$ cat src/rtl/hs_to_stream_arbiter_if.sv
// Bundle of the ap_hs producer side and the AXI-Stream consumer side of
// hs_to_stream_arbiter.
//   in_hs / in_hs_ap_vld / in_hs_ap_ack : NUM_CH packed producer words with
//                                         per-channel valid and acknowledge
//   outStream_*                         : AXI-Stream master towards the
//                                         interconnect (tdata, tdest, tid,
//                                         tlast, tvalid, tready)
// Modports:
//   master : the arbiter (consumes the ap_hs words, drives the stream)
//   slave  : the environment (drives the ap_hs words, consumes the stream)
interface hs_to_stream_arbiter_if #(
    parameter int NUM_CH = 2,
    parameter int DATA_W = 64,
    parameter int DEST_W = 5,
    parameter int ID_W   = 5
);
    logic [NUM_CH*(DATA_W+8)-1:0] in_hs;
    logic [NUM_CH-1:0]            in_hs_ap_vld;
    logic [NUM_CH-1:0]            in_hs_ap_ack;
    logic [DATA_W-1:0]            outStream_tdata;
    logic [DEST_W-1:0]            outStream_tdest;
    logic [ID_W-1:0]              outStream_tid;
    logic                         outStream_tlast;
    logic                         outStream_tvalid;
    logic                         outStream_tready;

    modport master (
        input  in_hs, in_hs_ap_vld, outStream_tready,
        output in_hs_ap_ack, outStream_tdata, outStream_tdest, outStream_tid,
               outStream_tlast, outStream_tvalid
    );

    modport slave (
        output in_hs, in_hs_ap_vld, outStream_tready,
        input  in_hs_ap_ack, outStream_tdata, outStream_tdest, outStream_tid,
               outStream_tlast, outStream_tvalid
    );
endinterface

$ cat src/rtl/hs_to_stream_arbiter.sv
// Multi-channel ap_hs to AXI-Stream adapter. NUM_CH HLS ap_hs producers are
// arbitrated round-robin, with the grant locked for the duration of a packet,
// and the accepted words are buffered in a DEPTH-entry FIFO that drives a
// single AXI-Stream master.
//
// Ports:
//   clk        : clock
//   aresetn    : asynchronous active-low reset
//   accID      : accelerator ID, driven onto tid
//   bus        : hs_to_stream_arbiter_if.master (ap_hs words in, stream out)
//   fifo_count : current FIFO occupancy (0..DEPTH)
//
// Producer word layout: bit 0 last, bit 1 reserved, [DEST_W+1:2] dest,
// [DATA_W+7:8] data; any other header bits are ignored.
//
// Arbiter states:
//   state    | meaning
//   UNLOCKED | between packets; cur may move to the next valid channel
//   LOCKED   | mid-packet; only channel cur can be acknowledged
module hs_to_stream_arbiter #(
    parameter int NUM_CH = 2,
    parameter int DATA_W = 64,
    parameter int DEST_W = 5,
    parameter int ID_W   = 5,
    parameter int DEPTH  = 4
) (
    input  logic                   clk,
    input  logic                   aresetn,
    input  logic [ID_W-1:0]        accID,
    hs_to_stream_arbiter_if.master bus,
    output logic [$clog2(DEPTH):0] fifo_count
);
    localparam int WORD_W  = DATA_W + 8;
    localparam int ENTRY_W = DATA_W + DEST_W + 1;
    localparam int PTR_W   = $clog2(DEPTH);
    localparam int CNT_W   = PTR_W + 1;
    localparam int CUR_W   = (NUM_CH > 1) ? $clog2(NUM_CH) : 1;

    typedef enum logic {
        UNLOCKED = 1'b0,
        LOCKED   = 1'b1
    } arb_state_t;

    arb_state_t         state_q, state_d;
    logic [CUR_W-1:0]   cur_q, cur_d;
    logic [PTR_W-1:0]   wr_ptr_q, wr_ptr_d;
    logic [PTR_W-1:0]   rd_ptr_q, rd_ptr_d;
    logic [CNT_W-1:0]   count_q, count_d;
    logic [ENTRY_W-1:0] mem_q [DEPTH];
    logic [ENTRY_W-1:0] mem_d [DEPTH];

    logic               full;
    logic               tvalid;
    logic               push;
    logic               pop;
    logic               cur_vld;
    logic [NUM_CH-1:0]  ack;
    logic [CUR_W-1:0]   scan_cur;
    logic [ENTRY_W-1:0] sel_entry;
    logic [ENTRY_W-1:0] head;
    logic               unused_in_hs;

    // Handshake: an ack is the transfer itself, so push follows ack directly.
    // aresetn is folded in so the acks drop the moment reset asserts.
    always_comb begin
        full    = (count_q == CNT_W'(DEPTH));
        tvalid  = (count_q != '0);
        pop     = tvalid && bus.outStream_tready;
        ack     = '0;
        cur_vld = 1'b0;
        for (int c = 0; c < NUM_CH; c++) begin
            if (int'(cur_q) == c) begin
                cur_vld = bus.in_hs_ap_vld[c];
                ack[c]  = aresetn && bus.in_hs_ap_vld[c] && !full;
            end
        end
        push = |ack;
    end

    // Granted channel's word, repacked as a FIFO entry {data, dest, last}.
    always_comb begin
        sel_entry = {bus.in_hs[int'(cur_q)*WORD_W + 8 +: DATA_W],
                     bus.in_hs[int'(cur_q)*WORD_W + 2 +: DEST_W],
                     bus.in_hs[int'(cur_q)*WORD_W]};
    end

    // Next valid channel after cur, wrapping, cur itself considered last.
    // Offsets are visited farthest-first so the nearest valid channel is the
    // one that sticks; if nothing is valid cur is kept.
    always_comb begin
        scan_cur = cur_q;
        for (int k = NUM_CH; k >= 1; k--) begin
            for (int c = 0; c < NUM_CH; c++) begin
                if (c == (int'(cur_q) + k) % NUM_CH && bus.in_hs_ap_vld[c]) begin
                    scan_cur = CUR_W'(c);
                end
            end
        end
    end

    always_comb begin
        state_d = state_q;
        cur_d   = cur_q;
        if (push) begin
            if (sel_entry[0]) begin
                state_d = UNLOCKED;
                cur_d   = scan_cur;
            end else begin
                state_d = LOCKED;
            end
        end else if (!full && state_q == UNLOCKED && !cur_vld) begin
            // Switching grant costs one idle cycle: the new channel is
            // acknowledged only once cur points at it.
            cur_d = scan_cur;
        end
    end

    // No pass-through when full: push is already blocked by the ack gating,
    // so a same-cycle pop only frees the slot for the next cycle.
    always_comb begin
        mem_d    = mem_q;
        wr_ptr_d = wr_ptr_q;
        rd_ptr_d = rd_ptr_q;
        if (push) begin
            mem_d[wr_ptr_q] = sel_entry;
            wr_ptr_d        = wr_ptr_q + PTR_W'(1);
        end
        if (pop) begin
            rd_ptr_d = rd_ptr_q + PTR_W'(1);
        end
        count_d = count_q + CNT_W'(push) - CNT_W'(pop);
    end

    always_ff @(posedge clk or negedge aresetn) begin
        if (!aresetn) begin
            state_q  <= UNLOCKED;
            cur_q    <= '0;
            wr_ptr_q <= '0;
            rd_ptr_q <= '0;
            count_q  <= '0;
            mem_q    <= '{default: '0};
        end else begin
            state_q  <= state_d;
            cur_q    <= cur_d;
            wr_ptr_q <= wr_ptr_d;
            rd_ptr_q <= rd_ptr_d;
            count_q  <= count_d;
            mem_q    <= mem_d;
        end
    end

    assign head = mem_q[rd_ptr_q];

    assign bus.in_hs_ap_ack     = ack;
    assign bus.outStream_tvalid = tvalid;
    assign bus.outStream_tdata  = tvalid ? head[ENTRY_W-1 -: DATA_W] : '0;
    assign bus.outStream_tdest  = tvalid ? head[DEST_W:1] : '0;
    assign bus.outStream_tlast  = tvalid && head[0];
    assign bus.outStream_tid    = accID;
    assign fifo_count           = count_q;

    // Reserved and spare header bits carry no meaning.
    assign unused_in_hs = ^bus.in_hs;
endmodule

$ cat src/flat_wrapper.sv
// flat-port wrapper written by rule: the top's interface ports become plain ports
module hs_to_stream_arbiter_flat 
#(
    parameter int NUM_CH = 2,
    parameter int DATA_W = 64,
    parameter int DEST_W = 5,
    parameter int ID_W   = 5,
    parameter int DEPTH  = 4
)
  (clk, aresetn, accID, fifo_count, bus_in_hs, bus_in_hs_ap_vld, bus_outStream_tready, bus_in_hs_ap_ack, bus_outStream_tdata, bus_outStream_tdest, bus_outStream_tid, bus_outStream_tlast, bus_outStream_tvalid);
  hs_to_stream_arbiter_if #(.NUM_CH(NUM_CH), .DATA_W(DATA_W), .DEST_W(DEST_W), .ID_W(ID_W)) bus_i ();
  input  logic clk;
  input  logic aresetn;
  input  logic [ID_W-1:0] accID;
  output logic [$clog2(DEPTH):0] fifo_count;
  input wire logic [$bits(bus_i.in_hs)-1:0] bus_in_hs;
  input wire logic [$bits(bus_i.in_hs_ap_vld)-1:0] bus_in_hs_ap_vld;
  input wire logic [$bits(bus_i.outStream_tready)-1:0] bus_outStream_tready;
  output wire logic [$bits(bus_i.in_hs_ap_ack)-1:0] bus_in_hs_ap_ack;
  output wire logic [$bits(bus_i.outStream_tdata)-1:0] bus_outStream_tdata;
  output wire logic [$bits(bus_i.outStream_tdest)-1:0] bus_outStream_tdest;
  output wire logic [$bits(bus_i.outStream_tid)-1:0] bus_outStream_tid;
  output wire logic [$bits(bus_i.outStream_tlast)-1:0] bus_outStream_tlast;
  output wire logic [$bits(bus_i.outStream_tvalid)-1:0] bus_outStream_tvalid;
  assign bus_i.in_hs = bus_in_hs;
  assign bus_i.in_hs_ap_vld = bus_in_hs_ap_vld;
  assign bus_i.outStream_tready = bus_outStream_tready;
  assign bus_in_hs_ap_ack = bus_i.in_hs_ap_ack;
  assign bus_outStream_tdata = bus_i.outStream_tdata;
  assign bus_outStream_tdest = bus_i.outStream_tdest;
  assign bus_outStream_tid = bus_i.outStream_tid;
  assign bus_outStream_tlast = bus_i.outStream_tlast;
  assign bus_outStream_tvalid = bus_i.outStream_tvalid;
  hs_to_stream_arbiter #(.NUM_CH(NUM_CH), .DATA_W(DATA_W), .DEST_W(DEST_W), .ID_W(ID_W), .DEPTH(DEPTH)) u_core (.clk(clk), .aresetn(aresetn), .accID(accID), .bus(bus_i), .fifo_count(fifo_count));
endmodule
$ cat config.mk
export PLATFORM = sky130hd
export DESIGN_NAME = hs_to_stream_arbiter_flat
export DESIGN_NICKNAME = d
export VERILOG_FILES = /design/src/rtl/hs_to_stream_arbiter_if.sv /design/src/rtl/hs_to_stream_arbiter.sv /design/src/flat_wrapper.sv
export SDC_FILE = /design/constraint.sdc
export NUM_CORES = 1
export LEC_CHECK = 0
export BUFFER_PORTS_ARGS = -buffer_cell sky130_fd_sc_hd__clkbuf_2
export CAP_MARGIN = 20
export CORE_UTILIZATION = 27
export CTS_CLUSTER_DIAMETER = 80
export DETAILED_ROUTE_END_ITERATION = 10
export GPL_ROUTABILITY_DRIVEN = 0
export PLACE_DENSITY = 0.41
export SLEW_MARGIN = 10
export SYNTH_ARGS = -nofsm -noshare
export SYNTH_HDL_FRONTEND = slang
export SYNTH_SLANG_ARGS = --single-unit
$ cat constraint.sdc
create_clock -name clk -period 6.9 [get_ports clk]
set_input_delay 0.345 -clock clk [delete_from_list [all_inputs] [get_ports clk]]
set_output_delay 0.345 -clock clk [all_outputs]
set_load 0.05 [all_outputs]
* Word level (Yosys, flattened, before mapping) *
Cells that the tools add are included.

storage, ports and cells
  register bits after elaboration = 289
  bits of input ports = 154
  word-level logic and storage cells = 76

operators by class
  multiply operators = 1
  shift-type cells = 2
  bitwise operators = 5
  magnitude comparators = 4
  multiplexer cells = 22
  reduce and logical (&&, ||, !) cells = 21
  equal/unequal tests = 4
  add/sub/neg operators = 8

operator list
  cell                                                          count
  bitwise mux 280 bit                                           1
  two-way mux 70 bit                                            3
  variable part select 144 x 32 -> 5 bit                        1
  variable part select 144 x 32 -> 64 bit                       1
  binary-select mux 70 bit (select 2 bit)                       1
  demux 70 bit (select 2 bit)                                   1
  zero test 32 bit                                              2
  two-way mux 64 bit                                            1
  adder 32 x 3 -> 32 bit, second input constant                 1
  adder 32 x 5 -> 32 bit, second input constant                 1
  less-than comparator 32 x 10 -> 1 bit, second input constant  1
  logical AND 1 bit                                             13
  two-way mux 1 bit                                             13
  >= comparator 3 bit, second input constant                    2
  NOT 2 -> 3 bit                                                2
  binary-select mux 1 bit (select 5 bit)                        1
  multiplier 1 x 4 -> 5 bit, second input constant              1
  two-way mux 5 bit                                             1
  adder 2 x 1 -> 2 bit, second input constant                   2
  == test 2 bit, first input constant                           2
  adder 3 x 1 -> 3 bit                                          1
  == test 3 bit, second input constant                          1
  less-than comparator 3 x 1 -> 1 bit, second input constant    1
  nonzero test 3 bit                                            1
  9 further kinds                                               12

* Logic depth before layout (Yosys ltp) *
  word-level depth = 10
  gate-level depth with buffers = 10
  mapped depth without buffers = 9

* Worst setup path after synthesis *
Ideal clock, no wire load.

  path type = register to output
  start point = register u_core.count_q[1] (netlist: u_core.fifo_count[1])
  end point = output bus_in_hs_ap_ack[0]
  data arrival time = 2357 ps
  slack = 4198 ps
  data required time = 6555 ps
  cell stages (with the launch flop) = 5
  path through = dfrtp_1 > nor3b_1 > buf_2 > nand2b_1 > nor3b_1

between the ends
  longest elaborated chain between the ends = 4

RTL lines
  item                    RTL line                     text
  from (decl)             hs_to_stream_arbiter.sv:48   logic [CNT_W-1:0] count_q, count_d;
  from (signal assigned)  hs_to_stream_arbiter.sv:147  count_q <= count_d;
  == test 3 bit           hs_to_stream_arbiter.sv:66   full = (count_q == CNT_W'(DEPTH));
  zero test 1 bit         hs_to_stream_arbiter.sv:74   ack[c] = aresetn && bus.in_hs_ap_vld[c] && !full;
  logical AND 1 bit       hs_to_stream_arbiter.sv:74
  two-way mux 1 bit       hs_to_stream_arbiter.sv:72   if (int'(cur_q) == c) begin
  to (decl)               flat_wrapper.sv:19           output wire logic [$bits(bus_i.in_hs_ap_ack)-1:0] bus_in_hs_ap_ack;

Every way passes these cells.

* Worst setup path after layout *
  start point = register u_core.rd_ptr_q[0]
  end point = output bus_outStream_tdata[11]

between the ends
  longest elaborated chain between the ends = 5

RTL lines
  item                                                   RTL line                     text
  from (decl)                                            hs_to_stream_arbiter.sv:47   logic [PTR_W-1:0] rd_ptr_q, rd_ptr_d;
  from (signal assigned)                                 hs_to_stream_arbiter.sv:146  rd_ptr_q <= rd_ptr_d;
  NOT 2 -> 3 bit (not written as such)                   hs_to_stream_arbiter.sv:152  assign head = mem_q[rd_ptr_q];
  binary-select mux 70 bit (select 2 bit)                hs_to_stream_arbiter.sv:152
  two-way mux 70 bit (not written as such) (2 in a row)  hs_to_stream_arbiter.sv:152
  two-way mux 64 bit                                     hs_to_stream_arbiter.sv:156  assign bus.outStream_tdata = tvalid ? head[ENTRY_W-1 -: DATA_W] : '0;
  to (decl)                                              flat_wrapper.sv:20           output wire logic [$bits(bus_i.outStream_tdata)-1:0] bus_outStream_tdata;

Every way passes these cells. The select of a mux whose other input is x is not followed.

==> results summary <==
The flow ran to the end, and the final reports show no timing, DRC or antenna violations. The final setup violation count came out at 0. The number of max-slew violations in the final report came out at 0. The final layout contains routed wiring with a total length of 35000 um. The area growth from synthesis to layout is 21.9%. The number of synthesized register bits is 289. The initial antenna violation count came out at 1. The top achievable clock speed came out at 272 MHz. The iteration-0 DRC count of the detailed router came out at 440. The clock-pin slew reported for the worst setup and hold paths after clock tree synthesis is 0.06 ns. The worst setup path is of the flip-flop to output pin kind. The first-pass detailed-route iteration total is 4. The number of fillers in the final layout is 4908.

The count of input and output buffers came out at 220. For flop-to-flop paths, the worst setup slack is 3.79 ns. The global-route wire length before repair is 56100 um.

The synthesis warning total came out at 0. Entering global routing, the biggest net connects 164 pins. The share of the clock period used by the worst path after layout is 53.3%.

The worst reg2reg path depth is 6. The number of distinct library cell variants in the gate-level netlist after synthesis came out at 25. The aggregate negative setup slack came out at 0 ns. In this run the critical register-to-register path is captured at u_core.mem_q[177]$_DFFE_PN0P_. The number of remaining DRC errors came out at 0. The minimum clock period after layout is 3.68 ns. At the pin with the least slew margin, the transition time is 1.03 ns. The tightest min-delay check is of the input port to flip-flop type. The global router's overall resource usage is 14.5%.

The die outline width is 224 um. The final hold violation count is 0. The via count is 9310. The mean area per synthesized cell is 11.1 um2. The area share of the largest cell type after synthesis came out at 54.4%. Of all cell types, the one taking the most synthesized area is dfrtp_1. The required time of the critical path came out at 6.55 ns.

The routed wirelength normalized by instance count is 17.0 um. The clock net sink count came out at 289. The tool flagged a number of max-cap violations equal to 0.

The total standard cell area after synthesis is 13300 um2. The share of cells above drive strength 1 is 27.0%. The CTS tree is done.

The total overflow left after global routing is 0. Sequential cells were found to cover 54.4% of the synthesized design area. The number of setup buffers added after CTS is 0. The kind of start point of the critical path is a flip-flop. The post-route clock skew is 0.0211 ns.

The post-detailed-placement half-perimeter wirelength came out at 20600 um. The post-layout net count came out at 1540. In this run the critical register-to-register path is launched from u_core.cur_q$_DFFE_PN0P_.

In the post-synthesis netlist, the biggest area contributors are dfrtp_1 (54%), mux4_2 (12%), a21oi_1 (11%). The library cell used most frequently in the layout, excluding fill and tap cells, is dfrtp_1. The die area came out at 50200 um2. At the worst endpoint, the arrival time is 3.33 ns.

The startpoint identified for the worst hold timing path is bus_in_hs_ap_vld[0]. The number of global-route vias before repair came out at 9714. The die height came out at 224 um. The multi-input logic area came out at 5550 um2. The remaining antenna violation count after routing is 0. The cell count after synthesis came out at 1203. The placeable core region is 48100 um2. The largest fanout on the critical path is 39.

The library cells used most frequently in the layout, excluding fill and tap cells, are dfrtp_1 (286), nor2_1 (283), a21oi_1 (281), clkbuf_2 (219), and2_1 (71). Setup repair after global routing left no endpoint under its margin. The most critical setup path has its startpoint at u_core.rd_ptr_q[0]$_DFFE_PN0P_. The worst relative slew slack came out at 31.0%. The number of nets in the synthesized netlist is 1364.

The number of CTS-inserted buffers came out at 38. The total number of placement rows came out at 80. No sink is reached through more buffers than the 3 on the longest clock path.

The number of top-level design ports came out at 235. The category of the worst setup path capture point is an output pin. Following the worst setup path forward leads to its endpoint at bus_outStream_tdata[11]. The clock tree root driver cell is clkbuf_16. The clock tree synthesis step divided the H-tree into 2 levels. The clock latency of the later-clocked register in the worst-skew pair is 0.54 ns. The mean number of vias per cell is 4.52. The initial utilization of the core area, before any placement, comes to 27.6%. The area occupied by registers came out at 7240 um2.
## metal layers
layer  part of all wire, %  up-vias  track usage, %
met2                    49      159            24.7
li1                      -     4523               -
met4                   2.0        2            4.57
met5                 0.037        -               0
met3                   3.8       51            2.64
met1                    45     4575            18.7
## cell usage after synthesis, drive strengths merged
| cell type | number |
|---|---|
| dfrtp | 289 |
| nor2 | 283 |
| a21oi | 281 |
| and2 | 71 |
| mux2i | 71 |
| mux4 | 70 |
| buf | 66 |
| clkbuf | 34 |
| inv | 8 |
| ha | 6 |
| nor4b | 4 |
| xnor2 | 4 |
| mux2 | 2 |
| nand2 | 2 |
| nand3 | 2 |
| nor3b | 2 |
| o221ai | 2 |
| or3 | 2 |
| fa | 1 |
| nand2b | 1 |
| o21ai | 1 |
| xor2 | 1 |
## registers in the layout, indices dropped and copies added (netlist names)
name / cells
u_core.cur_q: 1
u_core.fifo_count: 3
u_core.mem_q: 280
u_core.rd_ptr_q: 2
u_core.state_q: 1
u_core.wr_ptr_q: 2
## what timing repair did
item,CTS,global route
hold buffers,1,0
resized for setup,0,0
endpoints found under the hold margin,56,0
## worst min path at each step
stage / slack [ns] / cells after the start / endpoint
finish: 0.15 / 2 / u_core.cur_q$_DFFE_PN0P_
global route: 0.13 / 2 / u_core.cur_q$_DFFE_PN0P_
CTS: 0.11 / 2 / u_core.cur_q$_DFFE_PN0P_
detailed placement: 0.32 / 1 / u_core.mem_q[3]$_DFFE_PN0P_
global placement: 0.32 / 1 / u_core.mem_q[3]$_DFFE_PN0P_
floorplan: 0.05 / 0 / u_core.cur_q$_DFFE_PN0P_
## critical path: stages (launching register included)
cell	delay (ns)
dfrtp_4	0.99
buf_4	0.74
mux4_2	0.60
and2_1	0.17
clkbuf_2	0.24
## layout make-up
class	instances	area share, %
tap	656	5.06
inverter	8	0.185
antenna	1	0.0154
multi-input combinational	806	34.2
clock inverter	19	1.78
timing repair buffer	236	7.68
clock buffer	45	6.40
sequential	289	44.7
## metrics by stage
step	instance area [um2]	util (%)	worst slack (ns)	hold WS, ns	cells
after global placement	14900	30.9	3.59	0.321	1994
after floorplan	13300	-	4.20	0.0494	1203
final	16200	33.7	3.22	0.146	2060
after global routing	16200	33.7	2.92	0.129	2059
after CTS	16200	33.7	2.98	0.113	2059
after detailed placement	14900	30.9	3.60	0.323	1994
## kinds of logic (layout without fill, tap and decap cells)
kind of cell    after synthesis  in the layout  share of synthesized area, %
compound gates              284            284                          10.7
xor+xnor                      5              5                         0.329
fa+ha+maj                     7              7                         0.715
buf+inv                     108            308                          3.96
flops                       289            289                          54.4
mux                         143            143                          17.5
other cells                   0              1                             0
simple gates                367            367                          12.4
Power is left out: the tool's default activity adds up to more than one toggle a clock period on the data nets, which glitch-free logic cannot reach.
